--- config.mk ---
export PLATFORM = sky130hd
export DESIGN_NAME = cc_apb_master
export DESIGN_NICKNAME = d
export VERILOG_FILES = /design/src/rtl/cc_apb_master.sv
export SDC_FILE = /design/constraint.sdc
export NUM_CORES = 1
export LEC_CHECK = 0
export CORE_ASPECT_RATIO = 1.25
export CORE_MARGIN = 2
export CORE_UTILIZATION = 38
export DETAILED_ROUTE_END_ITERATION = 8
export PLACE_DENSITY = 0.72
export SLEW_MARGIN = 20
export SYNTH_ARGS = -nofsm -noshare
export SYNTH_HDL_FRONTEND = slang
export SYNTH_SLANG_ARGS = --single-unit
--- constraint.sdc ---
create_clock -name clk -period 9.24 [get_ports clk]
set_input_delay 1.848 -clock clk [delete_from_list [all_inputs] [get_ports clk]]
set_output_delay 1.848 -clock clk [all_outputs]
set_load 0.03 [all_outputs]
--- src/rtl/cc_apb_master.sv ---
// APB master bridging a single-outstanding request/response channel onto an APB bus.
// Includes a wait-state timeout and a saturating error counter.
module cc_apb_master #(
  parameter int unsigned TIMEOUT_CYCLES = 16
) (
  input  logic        clk,
  input  logic        rst,
  input  logic        req_valid_i,
  output logic        req_ready_o,
  input  logic [11:0] req_addr_i,
  input  logic        req_write_i,
  input  logic [31:0] req_wdata_i,
  output logic        rsp_valid_o,
  input  logic        rsp_ready_i,
  output logic [31:0] rsp_rdata_o,
  output logic        rsp_err_o,
  output logic        psel_o,
  output logic        penable_o,
  output logic [11:0] paddr_o,
  output logic        pwrite_o,
  output logic [31:0] pwdata_o,
  input  logic        pready_i,
  input  logic [31:0] prdata_i,
  input  logic        pslverr_i,
  output logic [7:0]  err_cnt_o
);

  localparam logic [1:0] StIdle   = 2'd0;
  localparam logic [1:0] StSetup  = 2'd1;
  localparam logic [1:0] StAccess = 2'd2;
  localparam logic [1:0] StResp   = 2'd3;

  localparam bit         TimeoutEn   = (TIMEOUT_CYCLES != 0);
  localparam logic [7:0] TimeoutLast = TimeoutEn ? 8'(TIMEOUT_CYCLES - 1) : 8'd0;

  logic [1:0]  state_q, state_d;
  logic        psel_q, psel_d;
  logic        penable_q, penable_d;
  logic [11:0] paddr_q, paddr_d;
  logic        pwrite_q, pwrite_d;
  logic [31:0] pwdata_q, pwdata_d;
  logic        rsp_valid_q, rsp_valid_d;
  logic [31:0] rsp_rdata_q, rsp_rdata_d;
  logic        rsp_err_q, rsp_err_d;
  logic [7:0]  err_cnt_q, err_cnt_d;
  logic [7:0]  tcnt_q, tcnt_d;

  // The count of wait cycles already seen; abort on the wait cycle that would reach the limit.
  logic timeout_hit;
  assign timeout_hit = TimeoutEn && (tcnt_q == TimeoutLast);

  always_comb begin
    state_d     = state_q;
    psel_d      = psel_q;
    penable_d   = penable_q;
    paddr_d     = paddr_q;
    pwrite_d    = pwrite_q;
    pwdata_d    = pwdata_q;
    rsp_valid_d = rsp_valid_q;
    rsp_rdata_d = rsp_rdata_q;
    rsp_err_d   = rsp_err_q;
    err_cnt_d   = err_cnt_q;
    tcnt_d      = tcnt_q;
    case (state_q)
      StIdle: begin
        if (req_valid_i) begin
          state_d  = StSetup;
          psel_d   = 1'b1;
          paddr_d  = req_addr_i;
          pwrite_d = req_write_i;
          pwdata_d = req_wdata_i;
        end
      end
      StSetup: begin
        state_d   = StAccess;
        penable_d = 1'b1;
        tcnt_d    = 8'd0;
      end
      StAccess: begin
        if (pready_i) begin
          state_d     = StResp;
          psel_d      = 1'b0;
          penable_d   = 1'b0;
          rsp_valid_d = 1'b1;
          rsp_rdata_d = pwrite_q ? 32'd0 : prdata_i;
          rsp_err_d   = pslverr_i;
        end else if (timeout_hit) begin
          state_d     = StResp;
          psel_d      = 1'b0;
          penable_d   = 1'b0;
          rsp_valid_d = 1'b1;
          rsp_rdata_d = 32'd0;
          rsp_err_d   = 1'b1;
        end else if (tcnt_q != 8'hff) begin
          tcnt_d = tcnt_q + 8'd1;
        end
      end
      StResp: begin
        if (rsp_ready_i) begin
          state_d     = StIdle;
          rsp_valid_d = 1'b0;
          if (rsp_err_q && (err_cnt_q != 8'hff)) begin
            err_cnt_d = err_cnt_q + 8'd1;
          end
        end
      end
      default: state_d = StIdle;
    endcase
  end

  always_ff @(posedge clk or posedge rst) begin
    if (rst) begin
      state_q     <= StIdle;
      psel_q      <= 1'b0;
      penable_q   <= 1'b0;
      paddr_q     <= 12'd0;
      pwrite_q    <= 1'b0;
      pwdata_q    <= 32'd0;
      rsp_valid_q <= 1'b0;
      rsp_rdata_q <= 32'd0;
      rsp_err_q   <= 1'b0;
      err_cnt_q   <= 8'd0;
      tcnt_q      <= 8'd0;
    end else begin
      state_q     <= state_d;
      psel_q      <= psel_d;
      penable_q   <= penable_d;
      paddr_q     <= paddr_d;
      pwrite_q    <= pwrite_d;
      pwdata_q    <= pwdata_d;
      rsp_valid_q <= rsp_valid_d;
      rsp_rdata_q <= rsp_rdata_d;
      rsp_err_q   <= rsp_err_d;
      err_cnt_q   <= err_cnt_d;
      tcnt_q      <= tcnt_d;
    end
  end

  // Gated by rst so the request channel reads not-ready throughout reset.
  assign req_ready_o = (state_q == StIdle) && !rst;
  assign rsp_valid_o = rsp_valid_q;
  assign rsp_rdata_o = rsp_rdata_q;
  assign rsp_err_o   = rsp_err_q;
  assign psel_o      = psel_q;
  assign penable_o   = penable_q;
  assign paddr_o     = paddr_q;
  assign pwrite_o    = pwrite_q;
  assign pwdata_o    = pwdata_q;
  assign err_cnt_o   = err_cnt_q;

endmodule

==> results of run 1 <==
-- layout make-up --
cell class,count,share of cell area (%)
Sequential cell,99,40.1
Tap cell,132,2.67
Clock inverter,4,1.20
Timing Repair Buffer,175,28.2
Multi-Input combinational cell,166,23.3
Inverter,8,0.527
Clock buffer,11,3.93
-- per-layer routing --
metal	part of all wire [%]	vias up
met2	52	98
met1	40	1483
met3	6.8	15
met4	1.8	0
met5	0	-
li1	-	1400
-- power by group through the flow --
stage                     Clock [W]  Combinational, W  Sequential [W]
after global placement            0           0.00108        0.000714
after global routing       0.000429           0.00115        0.000738
after floorplan                   0          0.000309         0.00105
final                      0.000398           0.00109        0.000713
after CTS                  0.000408           0.00110        0.000715
after detailed placement          0           0.00110        0.000722
-- worst min path at each step --
| stage | startpoint | end | slack [ns] | cells after the start |
|---|---|---|---|---|
| final | rsp_rdata_o[31] | rsp_rdata_o[31] | 0.50 | 1 |
| after global routing | pwdata_o[5] | pwdata_o[5] | 0.52 | 1 |
| after CTS | pwdata_o[2] | pwdata_o[2] | 0.51 | 1 |
| after detailed placement | rsp_rdata_o[22] | rsp_rdata_o[22] | 0.49 | 1 |
| after global placement | pwdata_o[8] | pwdata_o[8] | 0.49 | 1 |
| after floorplan | tcnt_q[3] | tcnt_q[3] | 0.48 | 1 |
-- sequential cells by signal, summed over array words and instances, names as in the netlist --
signal,count
psel_o,1
rsp_valid_o,1
penable_o,1
pwdata_o,32
rsp_err_o,1
pwrite_o,1
err_cnt_o,8
paddr_o,12
tcnt_q,8
rsp_rdata_o,32
state_q,2
-- synthesized netlist by cell type, types with 2 or more instances --
library cell / count
dfrtp_1: 99
mux2_2: 46
a22o_1: 32
nand2_1: 11
clkbuf_1: 8
inv_1: 8
ha_1: 7
nor2_1: 7
nand3_1: 6
nand4_1: 6
xnor2_1: 6
a21oi_1: 5
nor2b_1: 5
o21ai_0: 5
and3_1: 4
buf_6: 4
mux2i_1: 2
nand2b_1: 2
o22a_1: 2
-- cell usage in the layout (no fill, tap or decap), types with 2 or more instances in the layout --
cell | Yosys | routed
clkdlybuf4s50_1 | 0 | 172
dfrtp_1 | 99 | 99
mux2_2 | 46 | 46
a22o_1 | 32 | 32
nand2_1 | 11 | 10
clkbuf_16 | 0 | 9
inv_1 | 8 | 7
ha_1 | 7 | 7
nand4_1 | 6 | 6
nand3_1 | 6 | 6
nor2_1 | 7 | 6
xnor2_1 | 6 | 6
nor2b_1 | 5 | 5
a21oi_1 | 5 | 5
o21ai_0 | 5 | 5
and3_1 | 4 | 4
buf_4 | 0 | 3
nand2b_1 | 2 | 2
mux2i_1 | 2 | 2
o22a_1 | 2 | 2
bufinv_16 | 0 | 2
-- stage by stage --
stage	area [um^2]	setup slack (ns)	instances	power [W]	util, %
5_1_grt	6180	4.21	595	0.00232	59.1
6_report	6180	4.25	595	0.00220	59.1
2_1_floorplan	4020	4.80	286	0.00136	-
4_1_cts	6170	4.24	595	0.00222	59.0
3_5_place_dp	5850	4.23	580	0.00182	56.0
3_3_place_gp	5850	4.27	580	0.00179	56.0
-- kinds of logic (layout without fill, tap and decap cells) --
kind of cell / Yosys count / in the layout / share of synthesized area [%]
DFF: 99 / 99 / 61.7
AOI/OAI and AO/OA: 57 / 57 / 11.7
muxes: 48 / 48 / 13.4
and+or+nand+nor: 47 / 47 / 6.79
buffers and inverters: 21 / 198 / 2.74
adders and majority gates: 7 / 7 / 2.18
xor gates and xnor gates: 7 / 7 / 1.53
==> impl_metrics.tcl, run 1 <==
set metrics [dict create \
    dr.pass1.iters 4 \
    io_pins 173 \
    cap_violations 0 \
    grt_use_met2_pct 30.4 \
    rsz0062_at_grt "false" \
    whs_ns 0.503 \
    hold_buffers 0 \
    r2r_start "tcnt_q[0]" \
    cp_data_required_time_ns 7.39 \
    post-dp-hpwl_mm 7.15 \
    cp-endpoint "req_ready_o" \
    grt_overflow 0 \
    worst_pin_slew_ns 0.658 \
    p_switching_w 0.000841 \
    synth.net_count 376 \
    yosysSeqAreaShare_pct 61.7 \
    hold_violations 0 \
    synth.area.top_cells "dfrtp_1 62%, mux2_2 13%, a22o_1 7.0%, ha_1 2.2%, xnor2_1 1.3%" \
    cts_buffers 9 \
    wl_per_cell_um 16.6 \
    ant_nets 0 \
    post-route-period-util_pct 54.0 \
    crit_family "buffers and inverters" \
    num_rows 42 \
    critical_path_class "input port to output pin" \
    yosysTopAreaCell "dfrtp_1" \
    synth_top_area_share_pct 61.7 \
    p_leak_nw 2.68 \
    finalClockSkew_ns 0.00526 \
    grt_max_degree 54 \
    die_y_um 119 \
    syn_area_per_cell_um2 14.0 \
    drt-initial-drc-count 75 \
    start_kind "input port" \
    grt_pass1_vias 3100 \
    synthFlopType "dfrtp_1" \
    root_buffer "clkbuf_16" \
    multi_input_area_um2 1440 \
    rrSetupSlack_ns 7.11 \
    hp-class "register to register" \
    grt.total_usage_pct 17.7 \
    path_clk_slew_ns 0.06 \
    clkPwrFrac_pct 18.1 \
    netlist-cell-type-count 40 \
    ys_warn_count 0 \
    drive_gt1_share_pct 15.8 \
    async_flop_share_pct 100 \
    r2r_cells 6 \
    cts_resized 0 \
    post_cts_buffers 0 \
    endpoint_kind "output pin" \
    cts_tree "built" \
    cts-htree-levels 3 \
    ir_drop_mv 0.237 \
    busiest_layer "met2" \
    nFillCells 849 \
    period_minus_slack_ns 4.99 \
    status "finished clean" \
    netlist_area_um2 4020 \
    cpMostUsedCell "clkdlybuf4s50_1" \
    antenna_found_initial 0 \
    r2r_end "rsp_rdata_o[29]" \
    io_buffers 172 \
    arrival_ns 3.15 \
    fmax_ghz 0.200 \
    dieArea_um2 11400 \
    clockBufferDepth 2 \
    cpPeakStageDelay_ns 0.68 \
    critPathMaxFanout 2 \
    gp_congestion 0.791 \
    cp_slowest_cell "clkdlybuf4s50_1" \
    finalSetupViolCount 0 \
    path_depth 3 \
    relSlewSlack_pct 56.1 \
    clock-sinks 99 \
    slew_violations 0 \
    pwr-share-seq_pct 32.5 \
    num_vias 2996 \
    power_density_nw_per_um2 356 \
    critPathBufInv 2 \
    routed_via_density 5.04 \
    finalWirelength_mm 9.86 \
    syn2layout_area_growth_pct 53.7 \
    nets 549 \
    clock_latency_ns 0.34 \
    synth_edf_count 0 \
    use_met3_pct 5.00 \
    postSynthCellCount 286 \
    num_antenna_cells 0 \
    power_frac_comb_pct 49.4 \
    seq_area_um2 2480 \
    drc 0 \
    critPathLaunch "rst" \
    use_met1_pct 20.5 \
    ys_ff_latch 99 \
    grt_pass1_wl_mm 15.6 \
    cp_cell_sequence "clkdlybuf4s50_1 > nor2b_1 > clkdlybuf4s50_1" \
    dieWidth_um 96.0 \
    core_area_um2 10500 \
    tns_ns 0 \
    p_int_w 0.00136 \
    swShare_pct 38.3 \
    initial_core_util_pct 38.4 \
]
Note: power is estimated with default switching activity, not from simulation.
==> run 2: changes to the inputs <==
--- a/config.mk
+++ b/config.mk
@@ -9,7 +9,7 @@
 export CORE_MARGIN = 2
 export CORE_UTILIZATION = 38
 export DETAILED_ROUTE_END_ITERATION = 8
-export PLACE_DENSITY = 0.72
+export PLACE_DENSITY = 0.75
 export SLEW_MARGIN = 20
 export SYNTH_ARGS = -nofsm -noshare
 export SYNTH_HDL_FRONTEND = slang
==> constraint.sdc (replaced) <==
create_clock -name clk -period 4.2 [get_ports clk]
set_input_delay 0.84 -clock clk [delete_from_list [all_inputs] [get_ports clk]]
set_output_delay 0.84 -clock clk [all_outputs]
set_load 0.03 [all_outputs]
==> run 2 against run 1 <==
Worst hold slack lost 0.0050 ns. Final cell count is 0.34% higher. Combinational power rose by 120%. Clock power increased by 94%. Register-to-register slack got worse by 5.0 ns. Clock skew about the same. Largest cell class unchanged. Highest routed layer unchanged. Sequential power grew 120%. First-iteration DRC count rose by 16%. Non-clock buffer count rose by 1. Wire length shrank 0.96%. Global-route usage shrank 0.28 points.
==> impl_metrics.tcl, run 2 (synthesis gave the netlist of run 1 again) <==
set metrics [dict create \
    initial_core_util_pct 38.4 \
    path_depth 3 \
    critPathMaxFanout 2 \
    ir_drop_mv 0.417 \
    endpoint_kind "output pin" \
    gp_congestion 0.832 \
    num_vias 2999 \
    rsz0062_at_grt "false" \
    clockBufferDepth 2 \
    cp_slowest_cell "clkdlybuf4s50_1" \
    r2r_cells 4 \
    die_y_um 119 \
    p_switching_w 0.00187 \
    pwr-share-seq_pct 33.2 \
    routed_via_density 5.02 \
    nFillCells 863 \
    grt_max_degree 71 \
    clkPwrFrac_pct 16.3 \
    tns_ns 0 \
    ant_nets 0 \
    finalClockSkew_ns 0.00500 \
    hold_violations 0 \
    rrSetupSlack_ns 2.10 \
    cp_data_required_time_ns 3.36 \
    start_kind "input port" \
    final_util_pct 58.7 \
    nets 550 \
    post-route-period-util_pct 71.1 \
    relSlewSlack_pct 28.9 \
    finalNonFillerCells 597 \
    dieWidth_um 96.0 \
    cp_cell_sequence "clkdlybuf4s50_1 > nor2b_1 > clkdlybuf4s50_1" \
    power_density_nw_per_um2 771 \
    wl_per_cell_um 16.4 \
    drive_gt1_share_pct 16.1 \
    grt_pass1_wl_mm 15.2 \
    period_minus_slack_ns 2.99 \
    cts-htree-levels 3 \
    multi_input_area_um2 1440 \
    critPathBufInv 2 \
    status "finished clean" \
    critical_path_class "input port to output pin" \
    cpMostUsedCell "clkdlybuf4s50_1" \
    clock_latency_ns 0.34 \
    num_rows 42 \
    final_common_cell "clkdlybuf4s50_1" \
    slew_violations 0 \
    layout_common_cells "172 x clkdlybuf4s50_1, 99 x dfrtp_1, 46 x mux2_2, 32 x a22o_1, 10 x nand2_1" \
    num_antenna_cells 0 \
    io_buffers 172 \
    dieArea_um2 11400 \
    grt_overflow 0 \
    grt.total_usage_pct 17.4 \
    cts_tree "built" \
    io_pins 173 \
    fmax_ghz 0.335 \
    cpPeakStageDelay_ns 0.69 \
    root_buffer "clkbuf_16" \
    syn2layout_area_growth_pct 52.8 \
    crit_family "buffers and inverters" \
    cts_resized 0 \
    hold_buffers 0 \
    worst_pin_slew_ns 1.06 \
    finalWirelength_mm 9.77 \
    cts_buffers 9 \
    power_frac_comb_pct 50.5 \
    p_int_w 0.00287 \
    seq_area_um2 2480 \
    drt-initial-drc-count 87 \
    antenna_found_initial 0 \
    holdPathStages 1 \
    finalSetupViolCount 0 \
    path_clk_slew_ns 0.07 \
    clock-sinks 99 \
    post-dp-hpwl_mm 7.13 \
    dp.cells 581 \
    p_leak_nw 2.65 \
    drc 0 \
    dr.pass1.iters 4 \
    grt_pass1_vias 3081 \
    post_cts_buffers 0 \
    core_area_um2 10500 \
    whs_ns 0.498 \
    cap_violations 0 \
    arrival_ns 2.15 \
    hp-class "register to register" \
    swShare_pct 39.4 \
]
[run 2: cell count changes in the layout (fill, tap and decap cells not counted)]
cell,previous run,this run
clkinvlp_4,0,3
bufinv_16,2,0
buf_4,3,4
nand2_2,0,1
nand2_4,1,0
[run 2: area by class of cell]
cell class                      instances  area share [%]
Sequential cell                        99            40.3
Timing Repair Buffer                  176            28.5
Multi-Input combinational cell        166            23.4
Clock buffer                           11            3.95
Tap cell                              132            2.69
Clock inverter                          5           0.591
Inverter                                8           0.530
[run 2: layer usage]
metal / GRT usage (%) / vias to the layer above / part of all wire, %
met5: 0 / - / 0
met2: 29.3 / 113 / 51
met4: 6.70 / 0 / 2.7
met1: 20.1 / 1479 / 38
met3: 5.82 / 17 / 8.2
li1: - / 1390 / -
[run 2: path summary, 6_finish.rpt]
path	end	from
setup / recovery	req_ready_o	rst
hold / removal	err_cnt_o[6]	err_cnt_o[6]
setup reg to reg	paddr_o[4]	state_q[0]
hold reg to reg	err_cnt_o[6]	err_cnt_o[6]
max in group asynchronous	pwdata_o[27]	rst
min in group asynchronous	state_q[1]	rst
[run 2: power by group through the flow]
stage                     Sequential [W]  Clock (W)  Combinational, W
after CTS                        0.00158   0.000792           0.00242
after detailed placement         0.00159          0           0.00242
after global placement           0.00157          0           0.00237
final                            0.00157   0.000771           0.00239
after global routing             0.00163   0.000833           0.00254
after floorplan                  0.00231          0          0.000681
[run 2: worst reg2reg max path, stage by stage, from the launching register on]
cell	delay [ns]
dfrtp_1	0.39
inv_1	0.10
ha_1	0.26
nand2_2	0.77
mux2_2	0.47
[run 2: stage by stage]
stage               power [W]  worst slack, ns  instance area (um^2)
floorplan             0.00299            0.770                  4020
global placement      0.00394             1.25                  5860
detailed placement    0.00401             1.22                  5860
CTS                   0.00479             1.21                  6140
global route          0.00500             1.15                  6140
finish                0.00474             1.21                  6140
